==> config.mk <==
export PLATFORM = sky130hd
export DESIGN_NAME = tnoc_vc_credit_arbiter
export DESIGN_NICKNAME = d
export VERILOG_FILES = /design/src/rtl/tnoc_vc_credit_arbiter.sv
export SDC_FILE = /design/constraint.sdc
export NUM_CORES = 1
export LEC_CHECK = 0
export CORE_MARGIN = 1
export CORE_UTILIZATION = 30
export DETAILED_ROUTE_END_ITERATION = 8
export PLACE_DENSITY = 0.67
export SETUP_SLACK_MARGIN = 0.4
export SLEW_MARGIN = 20
export SYNTH_ARGS = -nofsm -noshare
export SYNTH_HDL_FRONTEND = slang
export SYNTH_SLANG_ARGS = --single-unit
export TNS_END_PERCENT = 5
==> constraint.sdc <==
create_clock -name clk -period 3.5 [get_ports clk]
set_input_delay 0.35 -clock clk [delete_from_list [all_inputs] [get_ports clk]]
set_output_delay 0.35 -clock clk [all_outputs]
set_load 0.02 [all_outputs]
==> src/rtl/tnoc_vc_credit_arbiter.sv <==
`default_nettype none
// ============================================================================
// Module   : tnoc_vc_credit_arbiter
// Brief    : Credit-gated round-robin arbiter sharing one registered flit link
//            between CHANNELS virtual channels.
// Revision : 1.0 - initial release
// ============================================================================
module tnoc_vc_credit_arbiter #(
   parameter int CHANNELS     = 2,
   parameter int FLIT_WIDTH   = 64,
   parameter int CREDITS      = 4,
   parameter int CREDIT_WIDTH = $clog2(CREDITS + 1)
) (
   input  logic                           clk,
   input  logic                           rst,
   input  logic [CHANNELS-1:0]            i_valid,
   input  logic [CHANNELS*FLIT_WIDTH-1:0] i_flit,
   output logic [CHANNELS-1:0]            o_ready,
   output logic                           o_valid,
   output logic [FLIT_WIDTH-1:0]          o_flit,
   output logic [CHANNELS-1:0]            o_vc,
   input  logic [CHANNELS-1:0]            i_credit_return,
   output logic [CHANNELS-1:0]            o_credit_available,
   output logic                           o_credit_error
);

   localparam int                      c_ptr_width  = (CHANNELS > 1) ? $clog2(CHANNELS) : 1;
   localparam logic [CREDIT_WIDTH-1:0] c_credit_max = CREDIT_WIDTH'(CREDITS);

   logic [CREDIT_WIDTH-1:0] r_credit [CHANNELS];
   logic [c_ptr_width-1:0]  r_rr_ptr;
   logic                    r_valid;
   logic [FLIT_WIDTH-1:0]   r_flit;
   logic [CHANNELS-1:0]     r_vc;
   logic                    r_credit_error;

   logic [CHANNELS-1:0]     w_elig;
   logic [CHANNELS-1:0]     w_grant;
   logic [CHANNELS-1:0]     w_credit_over;
   logic                    w_grant_any;
   logic [c_ptr_width-1:0]  w_grant_idx;
   logic [FLIT_WIDTH-1:0]   w_grant_flit;
   int                      w_scan_idx;

   // A VC may only compete while it still owns a downstream buffer slot.
   generate
      for (genvar k = 0; k < CHANNELS; k++) begin : g_elig
         assign o_credit_available[k] = (r_credit[k] != '0);
         assign w_elig[k]             = i_valid[k] && (r_credit[k] != '0);
      end
   endgenerate

   always_comb begin
      w_grant_any = 1'b0;
      w_grant_idx = '0;
      w_scan_idx  = 0;
      for (int i = 0; i < CHANNELS; i++) begin
         w_scan_idx = int'(r_rr_ptr) + i;
         if (w_scan_idx >= CHANNELS) begin
            w_scan_idx = w_scan_idx - CHANNELS;
         end
         if (!w_grant_any && w_elig[w_scan_idx]) begin
            w_grant_any = 1'b1;
            w_grant_idx = c_ptr_width'(w_scan_idx);
         end
      end
   end

   // Grants are suppressed while reset is held so no credit is consumed.
   always_comb begin
      w_grant = '0;
      if (w_grant_any && !rst) begin
         w_grant = CHANNELS'(1) << w_grant_idx;
      end
   end

   assign o_ready = w_grant;

   always_comb begin
      w_grant_flit = '0;
      for (int k = 0; k < CHANNELS; k++) begin
         if (w_grant[k]) begin
            w_grant_flit = i_flit[k*FLIT_WIDTH +: FLIT_WIDTH];
         end
      end
   end

   generate
      if (CHANNELS > 1) begin : g_rr_ptr
         logic [c_ptr_width-1:0] w_next_ptr;

         always_comb begin
            if (int'(w_grant_idx) == CHANNELS - 1) begin
               w_next_ptr = '0;
            end else begin
               w_next_ptr = w_grant_idx + c_ptr_width'(1);
            end
         end

         always_ff @(posedge clk or posedge rst) begin
            if (rst) begin
               r_rr_ptr <= '0;
            end else if (w_grant_any) begin
               r_rr_ptr <= w_next_ptr;
            end
         end
      end else begin : g_single
         assign r_rr_ptr = '0;
      end
   endgenerate

   // Simultaneous grant and return cancel; an over-return saturates and flags.
   always_ff @(posedge clk or posedge rst) begin
      if (rst) begin
         for (int k = 0; k < CHANNELS; k++) begin
            r_credit[k] <= c_credit_max;
         end
      end else begin
         for (int k = 0; k < CHANNELS; k++) begin
            if (w_grant[k] && !i_credit_return[k]) begin
               r_credit[k] <= r_credit[k] - CREDIT_WIDTH'(1);
            end else if (i_credit_return[k] && !w_grant[k] &&
                         (r_credit[k] != c_credit_max)) begin
               r_credit[k] <= r_credit[k] + CREDIT_WIDTH'(1);
            end
         end
      end
   end

   generate
      for (genvar k = 0; k < CHANNELS; k++) begin : g_over
         assign w_credit_over[k] = i_credit_return[k] && !w_grant[k] &&
                                   (r_credit[k] == c_credit_max);
      end
   endgenerate

   always_ff @(posedge clk or posedge rst) begin
      if (rst) begin
         r_credit_error <= 1'b0;
      end else if (|w_credit_over) begin
         r_credit_error <= 1'b1;
      end
   end

   // Link register: flit and tag hold when idle, only valid pulses.
   always_ff @(posedge clk or posedge rst) begin
      if (rst) begin
         r_valid <= 1'b0;
         r_flit  <= '0;
         r_vc    <= '0;
      end else begin
         r_valid <= w_grant_any;
         if (w_grant_any) begin
            r_flit <= w_grant_flit;
            r_vc   <= w_grant;
         end
      end
   end

   assign o_valid        = r_valid;
   assign o_flit         = r_flit;
   assign o_vc           = r_vc;
   assign o_credit_error = r_credit_error;

endmodule
`default_nettype wire

; ---- Yosys cells after proc, flatten, opt, wreduce, memory -nomap -nowiden
; Index checks and enable logic that the tools add are counted.
[totals]
regBits = 75
inputBits = 134
output_inout_bits = 72
word_cells = 67
[op_classes]
addsub = 8
order_cmp = 4
eq_ne = 4
n_shift = 1
mux = 20
n_reduce_logical = 23
[ops]
columns = operator, n
row1 = 2-to-1 mux 64 bit, 2
row2 = "< comparator 32 x 3 -> 1 bit, second input constant", 2
row3 = 2-to-1 mux 32 bit, 2
row4 = logical AND 1 bit, 12
row5 = 2-to-1 mux 3 bit, 4
row6 = 2-to-1 mux 1 bit, 11
row7 = "adder 3 x 1 -> 3 bit, second input constant", 2
row8 = "equality test 3 bit, second input constant", 2
row9 = logical NOT 1 bit, 6
row10 = "inequality test 3 bit, second input constant", 2
row11 = nonzero test 3 bit, 2
row12 = "subtractor 3 x 1 -> 3 bit, second input constant", 2
row13 = nonzero test 2 bit, 2
row14 = "subtractor 1 x 2 -> 3 bit, second input constant", 1
row15 = "subtractor 2 x 2 -> 3 bit, second input constant", 1
row16 = "adder 1 x 1 -> 2 bit, second input constant", 1
row17 = ">= comparator 1 x 2 -> 1 bit, second input constant", 1
row18 = ">= comparator 2 bit, second input constant", 1
row19 = 2-to-1 mux 2 bit, 1
row20 = OR reduction 2 bit, 1
row21 = "left shift 1 x 1 -> 2 bit, first input constant", 1
row22 = "adder 1 bit, second input constant", 1

; ---- Depth between registers and ports, before layout
; Gate-level depths: netlist of run 1.
[logic_depth]
depth_word = 16
ltp_mapped = 11
ltp_nobuf = 8

; ---- Worst setup path before layout of run 1
; Ideal clock, no wire load.
[synth_timing]
kind = input -> register
start = input rst
end = register r_credit[2] in the netlist's numbering
setup_time_ns = 0.064
t_arrival_ns = 3.566
required_time_ns = 3.436
setup_slack_ns = -0.129
path_stages = 9
path_buffers = 2
path_cell_list = inv_1 o211a_1 buf_6 buf_4 nand2_1 fa_1 or3_1 a21o_1 nand3_1
[synth_between]
elab_chain_cells = 7
elab_cells_between_ends = 9
cone_classes = mux: 2 / reduce/logical: 7
[synth_rtl]
columns = element, line_no
row1 = from (decl), 15  ; input logic rst,
row2 = logical NOT 1 bit (no source line) *, n/a
row3 = logical AND 1 bit *, 72  ; if (w_grant_any && !rst) begin
row4 = 2-to-1 mux 2 bit *, 72
row5 = named net o_ready[1], 18  ; output logic [CHANNELS-1:0] o_ready,
row6 = logical NOT 1 bit, 122  ; end else if (i_credit_return[k] && !w_grant[k] &&
row7 = logical AND 1 bit (2 in a row), 122
row8 = nonzero test 2 bit (no source line), n/a
row9 = "to (signal, indexed assignment)", 116  ; r_credit[k] <= c_credit_max;
row10 = "to (signal, indexed assignment)", 121  ; r_credit[k] <= r_credit[k] - CREDIT_WIDTH'(1);
row11 = "to (signal, indexed assignment)", 124  ; r_credit[k] <= r_credit[k] + CREDIT_WIDTH'(1);
row12 = to (decl), 30  ; logic [CREDIT_WIDTH-1:0] r_credit [CHANNELS];
; Mark *: on every way through the listed nets, which the timed path passes. The rest lies on a longest branch.
; A chain may end at the register's enable or synchronous reset.

; ---- Worst setup path in the final report of run 1
[layout_timing]
start = register r_credit[1] in the netlist's numbering
end = register r_credit[5] in the netlist's numbering
[layout_between]
elab_chain_cells = 15
elab_cells_between_ends = 23
cone_classes = shift: 1 / mux: 12 / reduce/logical: 10
[layout_rtl]
columns = element, line_no
row1 = nonzero test 3 bit *, 49  ; assign w_elig[k] = i_valid[k] && (r_credit[k] != '0);
row2 = logical AND 1 bit *, 49
row3 = 2-to-1 mux 1 bit (not written as such) (3 in a row), 62  ; if (!w_grant_any && w_elig[w_scan_idx]) begin
row4 = 2-to-1 mux 1 bit, 62
row5 = logical NOT 1 bit, 62
row6 = logical AND 1 bit, 62
row7 = 2-to-1 mux 1 bit, 62
row8 = left shift 1 x 1 -> 2 bit / logical AND 1 bit (equally long branches), "73, 72"
row9 = 2-to-1 mux 2 bit *, 72
row10 = logical NOT 1 bit, 122
row11 = logical AND 1 bit (2 in a row), 122
row12 = nonzero test 2 bit (no source line), n/a
; Every way passes the cells marked *; elsewhere a longest branch is shown, timed or not. The select of a mux whose other input is x is not followed.

==> results of run 1 <==
power by group through the flow:
| stage | clock network (mW) | registers (mW) | logic (mW) |
|---|---|---|---|
| finish | 0.726 | 1.37 | 1.80 |
| global route | 0.781 | 1.41 | 1.94 |
| CTS | 0.753 | 1.37 | 1.82 |
| detailed placement | 0 | 1.38 | 1.82 |
| global placement | 0 | 1.37 | 1.79 |
| floorplan | 0 | 1.66 | 0.703 |
synth_stat cells (all sizes together) (2+ instances only):
master	n	area [µm²]
dfrtp	73	1830
inv	73	282
a222oi	64	641
buf	23	181
nand2	6	22.5
nor2	5	18.8
a21o	3	22.5
nand3	3	15.0
o31ai	3	27.5
or3	3	18.8
clkbuf	2	7.51
dfstp	2	52.6
fa	2	40.0
mux2	2	22.5
mux2i	2	20.0
nand2b	2	12.5
o21ai	2	10.0
o31a	2	17.5
xnor2	2	17.5
state kept, by name, summed over array words and instances (netlist names):
signal and count:
o_credit_error 1, o_flit 64, o_valid 1, o_vc 2, r_credit 6, r_rr_ptr 1
worst paths after layout:
kind | from | to | slack, ns | depth (start not counted)
hold / removal | o_vc[0]$_DFFE_PP0N_ | o_vc[0]$_DFFE_PP0N_ | 0.48 | 2
setup / recovery | r_credit[1]$_DFFE_PP0P_ | r_credit[5]$_DFFE_PP1P_ | 0.64 | 8
setup reg to reg | r_credit[1]$_DFFE_PP0P_ | r_credit[5]$_DFFE_PP1P_ | 0.64 | 8
max in group asynchronous | rst | o_flit[17]$_DFFE_PP0N_ | 2.16 | 3
min in group asynchronous | rst | r_rr_ptr$_DFFE_PP0N_ | 0.74 | 3
hold reg to reg | o_vc[0]$_DFFE_PP0N_ | o_vc[0]$_DFFE_PP0N_ | 0.48 | 2
layout by cell type, fill, tap and decap left out, types with 2 or more instances in the layout:
cell type          n
a21o_1             3
a222oi_1          64
buf_4              4
bufinv_16          2
clkbuf_8           9
clkdlybuf4s50_1  205
clkinv_4           2
clkinvlp_4         2
dfrtp_1           73
dfstp_2            2
fa_1               2
inv_1             71
mux2_2             2
mux2i_1            2
nand2_1            6
nand2b_1           2
nand3_1            3
nor2_1             4
o21ai_0            2
o31a_1             2
o31ai_1            2
or3_1              3
xnor2_1            2
cells by family (layout without fill, tap and decap cells):
group | count (synthesis) | after routing | synth area share (%)
AND/OR/NAND/NOR | 25 | 25 | 3.86
buffers and inverters | 98 | 299 | 14.0
AO/OA/AOI/OAI | 82 | 82 | 23.5
XOR/XNOR | 2 | 2 | 0.520
multiplexers | 4 | 4 | 1.26
adder cells (fa/ha/maj) | 2 | 2 | 1.19
flip-flops | 75 | 75 | 55.8
through the flow:
step / worst slack, ns / util, % / hold WS (ns) / instances / cell area, µm²
after floorplan: 0.711 / - / 0.463 / 288 / 3370
after global placement: 0.515 / 50.2 / 0.462 / 613 / 5470
after detailed placement: 0.484 / 50.2 / 0.473 / 613 / 5470
after CTS: 0.606 / 52.2 / 0.491 / 629 / 5690
after global routing: 0.432 / 52.2 / 0.509 / 629 / 5690
final: 0.641 / 52.2 / 0.482 / 629 / 5690
layout make-up:
cell class              instances  share of cell area (%)
clock buffers                  10                    2.24
clock inverters                 6                    1.58
inverters                      73                    5.02
multi-input cells             115                    18.1
flip-flops and latches         75                    33.0
well taps                     140                    3.08
repair buffers                210                    37.0
routing by layer:
metal	share of wire, %	GRT usage, %	vias to the layer above
met2	51	30.4	153
met1	41	20.9	1570
met5	0	0	-
li1	-	-	1477
met3	6.8	3.32	14
met4	1.7	6.75	0
worst max-delay path: cells and delay by family, from the launching register on:
family                     cells  cell delay [ns]
AOI/OAI and AO/OA              3             0.94
adders and majority gates      1             0.42
buffers and inverters          1             0.23
DFF                            1             0.42
muxes                          1             0.18
and+or+nand+nor                2             0.59
==> reports/qor.csv, run 1 <==
stage,metric,value,unit
drt,via-per-instance ratio,5.11,
die,FP Rows,38,
layout,Layout fillers,988,
die,core footprint,10900,µm²
power_and_ir_drop,Leak Pwr,2.69,nW
sta,Max transition margin,38.3,%
drt,Pre-antenna DRT Iters,6,
sta,Worst Tran Pin Value,0.925,ns
clocking,Clock Latency Late Sink,0.34,ns
clocking,clk buf depth,2,
clocking,CTS Sinks,75,
setup_path,crit path max fanout,34,
power_and_ir_drop,Seq pwr share,35.2,%
layout,nets,620,
setup_path,Worst EP required,3.75,ns
die,die height,108,µm
power_and_ir_drop,sw frac,37.0,%
power_and_ir_drop,Net Sw Power,1.44,mW
global_routing,initial antenna violation count,0,
drt,post-route ant nets,0,
setup_path,CP peak stage delay,0.49,ns
sta,Final Hold Violating Endpoints,0,
power_and_ir_drop,Power Density,685,nW/µm²
layout,area occupied by multi-input gates,1030,µm²
setup_path,WP data arrival,3.11,ns
placement,PortBufs,205,
setup_path,CP cell instances,"o31a_1, a211o_1, inv_8, nand2b_1, fa_1, or3b_2, mux2i_1, a221oi_2",
logic_synthesis,"Seq/Total Area, Yosys",55.8,%
placement,Final HPWL DP,7.18,mm
logic_synthesis,Syn Nets,424,
logic_synthesis,"EDFF count, synth",0,
clocking,TritonCTS buffer count,9,
logic_synthesis,synthesized flop and latch total,75,
sta,"Slew Viols, Final",0,
drt,vias post-DR,3214,
die,total die area,11700,µm²
sta,Fin Setup TNS,0,ns
power_and_ir_drop,Int Power,2.46,mW
setup_path,"Slowest-stage cell, CP",or3b_2,
clocking,PostCTS Resize Cnt,0,
clocking,CTS tree,built,
drt,# DRC,0,
clocking,H-tree levels,3,
clocking,clock root cell,clkbuf_8,
logic_synthesis,"Cell Area, Synth",3370,µm²
logic_synthesis,YS warnings,0,
drt,1st-iter DRT viols,328,
die,starting density of the core,31.0,%
flow_run,Max Cap Viol,0,
logic_synthesis,Synth Instances,288,
sta,clock skew,0.00782,ns
logic_synthesis,async set-reset flop share out of synthesis,100,%
layout,ant diodes,0,
drt,Post-Route WL,10.1,mm
global_routing,GRT Total Usage,17.3,%
logic_synthesis,post-synth cell types,39,
die,Die W,108,µm
placement,gpl congestion,0.736,
setup_path,Worst Setup End Kind,flop,
logic_synthesis,"Avg Cell Area, Syn",11.7,µm²
global_routing,GRT overflow,0,
layout,FF/Latch Area,1880,µm²
global_routing,vias in the first global route,3252,
sta,Final min period,2.86,ns
setup_path,CP Class,flop to flop,
clocking,hold buffers post-CTS,0,
clocking,"Reg clk slew, reported paths",0.08,ns
power_and_ir_drop,Combinational Power Share,46.2,%
outcome,status,"finished, final reports clean",
clocking,post-CTS setup buffer count,0,
global_routing,pin count of the biggest net entering global routing,76,
power_and_ir_drop,Clock Power Share,18.6,%
layout,P&R area growth vs syn,68.7,%
power_and_ir_drop,maximum vdd drop,0.288,mV
sta,max frequency,350,MHz
hold_path,hold crit path type,flop to flop,
sta,RSZ-0062 raised after global routing,false,
sta,# setup viols final,0,
sta,period utilisation layout,81.7,%
die,boundary pin count,206,
setup_path,Startpoint Class,flop,
layout,layout cell share with drive strength beyond 1,6.34,%
logic_synthesis,top_reg_cell synth,dfrtp_1,
drt,Routed wire per std cell,16.1,µm
global_routing,first-pass GRT wire length,15.8,mm
power_and_ir_drop,total power,3.90,mW
(Power assumes the default switching activity.)
==> run 2, diff against run 1 <==
==> constraint.sdc (replaced) <==
create_clock -name clk -period 2.7 [get_ports clk]
set_input_delay 0.27 -clock clk [delete_from_list [all_inputs] [get_ports clk]]
set_output_delay 0.27 -clock clk [all_outputs]
set_load 0.02 [all_outputs]
==> reports/qor.csv, run 2 (same netlist as run 1, synthesis figures left out) <==
stage,metric,value,unit,change
power_and_ir_drop,Leak Pwr,2.73,nW,was 2.69 nW
setup_path,cell count along the critical path,8,,unchanged
global_routing,GRT Total Usage,17.6,%,was 17.3%
sta,Max transition margin,38.6,%,was 38.3%
die,core footprint,10900,µm²,unchanged
drt,Routed wire per std cell,16.3,µm,was 16.1 µm
setup_path,Worst EP required,2.94,ns,was 3.75 ns
power_and_ir_drop,sw frac,38.2,%,was 37.0%
layout,P&R area growth vs syn,70.4,%,was 68.7%
power_and_ir_drop,Net Sw Power,1.91,mW,was 1.44 mW
drt,Post-Route WL,10.4,mm,was 10.1 mm
drt,via-per-instance ratio,5.04,,was 5.11
hold_path,Worst Hold Depth,2,,unchanged
outcome,status,"finished, final reports clean",,unchanged
sta,# setup viols final,0,,unchanged
global_routing,initial antenna violation count,0,,unchanged
layout,"commonest non-fill, non-tap cell in the layout",clkdlybuf4s50_1,,unchanged
power_and_ir_drop,Int Power,3.10,mW,was 2.46 mW
setup_path,crit path max fanout,3,,was 34
clocking,H-tree levels,3,,unchanged
drt,1st-iter DRT viols,453,,was 328
setup_path,CP peak stage delay,0.42,ns,was 0.49 ns
layout,most frequent cells in the layout,"clkdlybuf4s50_1 (203), dfrtp_1 (73), inv_1 (71), a222oi_1 (64), buf_4 (14)",,"was clkdlybuf4s50_1 (205), dfrtp_1 (73), inv_1 (71), a222oi_1 (64), clkbuf_8 (9)"
drt,vias post-DR,3219,,was 3214
drt,post-route ant nets,0,,unchanged
sta,Final min period,2.31,ns,was 2.86 ns
power_and_ir_drop,Seq pwr share,35.0,%,was 35.2%
die,total die area,11700,µm²,unchanged
global_routing,pin count of the biggest net entering global routing,76,,unchanged
setup_path,WP data arrival,2.55,ns,was 3.11 ns
drt,# DRC,0,,unchanged
global_routing,first-pass GRT wire length,16.0,mm,was 15.8 mm
layout,FF/Latch Area,1880,µm²,unchanged
sta,Worst Tran Pin Value,0.921,ns,was 0.925 ns
clocking,Clock Latency Late Sink,0.34,ns,about the same
flow_run,Max Cap Viol,0,,unchanged
placement,Final HPWL DP,7.22,mm,was 7.18 mm
layout,ant diodes,0,,unchanged
setup_path,Worst Setup End Kind,flop,,unchanged
setup_path,"Slowest-stage cell, CP",or3b_4,,was or3b_2
clocking,clk buf depth,2,,unchanged
die,starting density of the core,31.0,%,unchanged
die,die height,108,µm,unchanged
power_and_ir_drop,Power Density,871,nW/µm²,was 685 nW/µm²
layout,nets,630,,was 620
sta,hold slack,0.490,ns,was 0.482 ns
power_and_ir_drop,maximum vdd drop,0.317,mV,was 0.288 mV
layout,area occupied by multi-input gates,1060,µm²,was 1030 µm²
setup_path,Startpoint Class,flop,,unchanged
die,boundary pin count,206,,unchanged
setup_path,CP top delay family,compound AO/OA/AOI/OAI gates,,unchanged
sta,Fin Setup TNS,0,ns,unchanged
die,Die W,108,µm,unchanged
setup_path,reg2reg path depth,8,,unchanged
setup_path,CP cell instances,"o31a_1, a211o_4, inv_8, nand2b_1, fa_2, or3b_4, mux2i_4, a221oi_2",,"was o31a_1, a211o_1, inv_8, nand2b_1, fa_1, or3b_2, mux2i_1, a221oi_2"
clocking,clock root cell,clkbuf_8,,unchanged
layout,layout cell share with drive strength beyond 1,9.02,%,was 6.34%
sta,RSZ-0062 raised after global routing,true,,was false
die,FP Rows,38,,unchanged
clocking,"Reg clk slew, reported paths",0.09,ns,was 0.08 ns
layout,Largest register FFs,64,,unchanged
placement,PortBufs,205,,unchanged
global_routing,vias in the first global route,3210,,was 3252
setup_path,CP Class,flop to flop,,unchanged
clocking,TritonCTS buffer count,9,,unchanged
layout,Layout fillers,1004,,was 988
sta,"Slew Viols, Final",0,,unchanged
clocking,CTS Sinks,75,,unchanged
sta,Final Hold Violating Endpoints,0,,unchanged
global_routing,GRT overflow,0,,unchanged
sta,period utilisation layout,85.7,%,was 81.7%
hold_path,hold crit path type,flop to flop,,unchanged
setup_path,WP buf/inv,1,,unchanged
placement,gpl congestion,0.746,,was 0.736
power_and_ir_drop,Combinational Power Share,49.5,%,was 46.2%
power_and_ir_drop,Clock Power Share,15.5,%,was 18.6%
drt,Pre-antenna DRT Iters,8,,was 6
clocking,CTS tree,built,,unchanged
sta,max frequency,432,MHz,was 350 MHz
sta,clock skew,0.0130,ns,was 0.00782 ns
run 2: final timing paths:
| path | slack [ns] | startpoint | end |
|---|---|---|---|
| worst max-delay path | 0.39 | r_credit[2]$_DFFE_PP1P_ | r_credit[5]$_DFFE_PP1P_ |
| worst min-delay path | 0.49 | o_flit[57]$_DFFE_PP0N_ | o_flit[57]$_DFFE_PP0N_ |
| worst max register to register | 0.39 | r_credit[2]$_DFFE_PP1P_ | r_credit[5]$_DFFE_PP1P_ |
| worst min register to register | 0.49 | o_flit[57]$_DFFE_PP0N_ | o_flit[57]$_DFFE_PP0N_ |
| max in group asynchronous | 1.43 | rst | o_flit[54]$_DFFE_PP0N_ |
| min in group asynchronous | 0.67 | rst | o_flit[4]$_DFFE_PP0N_ |
run 2: power groups by stage:
stage	clock [mW]	combinational (mW)	sequential (mW)
2_1_floorplan	0	0.918	2.15
6_report	0.774	2.48	1.75
5_1_grt	0.848	2.67	1.79
3_5_place_dp	0	2.37	1.79
4_1_cts	0.809	2.47	1.75
3_3_place_gp	0	2.32	1.78
run 2: worst register-to-register path: stages (launching register included):
cell and delay, ns:
dfstp_2 0.38, o31a_1 0.33, a211o_4 0.36, inv_8 0.06, nand2b_1 0.06, fa_2 0.36, or3b_4 0.42, mux2i_4 0.16
a221oi_2 0.08
run 2: cell type report:
cell class	count	area share (%)
inverter	73	4.97
sequential	75	32.7
multi-input combinational	115	18.4
clock buffer	11	2.46
tap	140	3.05
clock inverter	5	0.632
timing repair buffer	220	37.8
run 2: per-layer routing:
metal	vias up	part of all wire [%]	wire, µm	GRT usage [%]
li1	1495	-	-	-
met1	1568	40	4150	20.7
met2	146	52	5410	31.7
met3	10	7.0	731	3.62
met4	0	1.3	131	5.58
met5	-	0	0	0
run 2: stage by stage:
step	instance area [µm²]	power, mW	setup slack, ns	util [%]	std cells
2_1_floorplan	3380	3.06	0.0406	-	288
3_3_place_gp	5490	4.10	0.101	50.4	617
3_5_place_dp	5490	4.16	0.0410	50.4	617
4_1_cts	5720	5.03	0.316	52.5	639
5_1_grt	5740	5.31	0.309	52.8	639
6_report	5740	5.01	0.387	52.8	639
run 2: what timing repair did:
action	in CTS	in global routing
buffers inserted	6	0
pin swaps	4	1
resized for setup	4	4
endpoints found under the setup margin	4	3
hold buffers	0	0
gates cloned	0	0
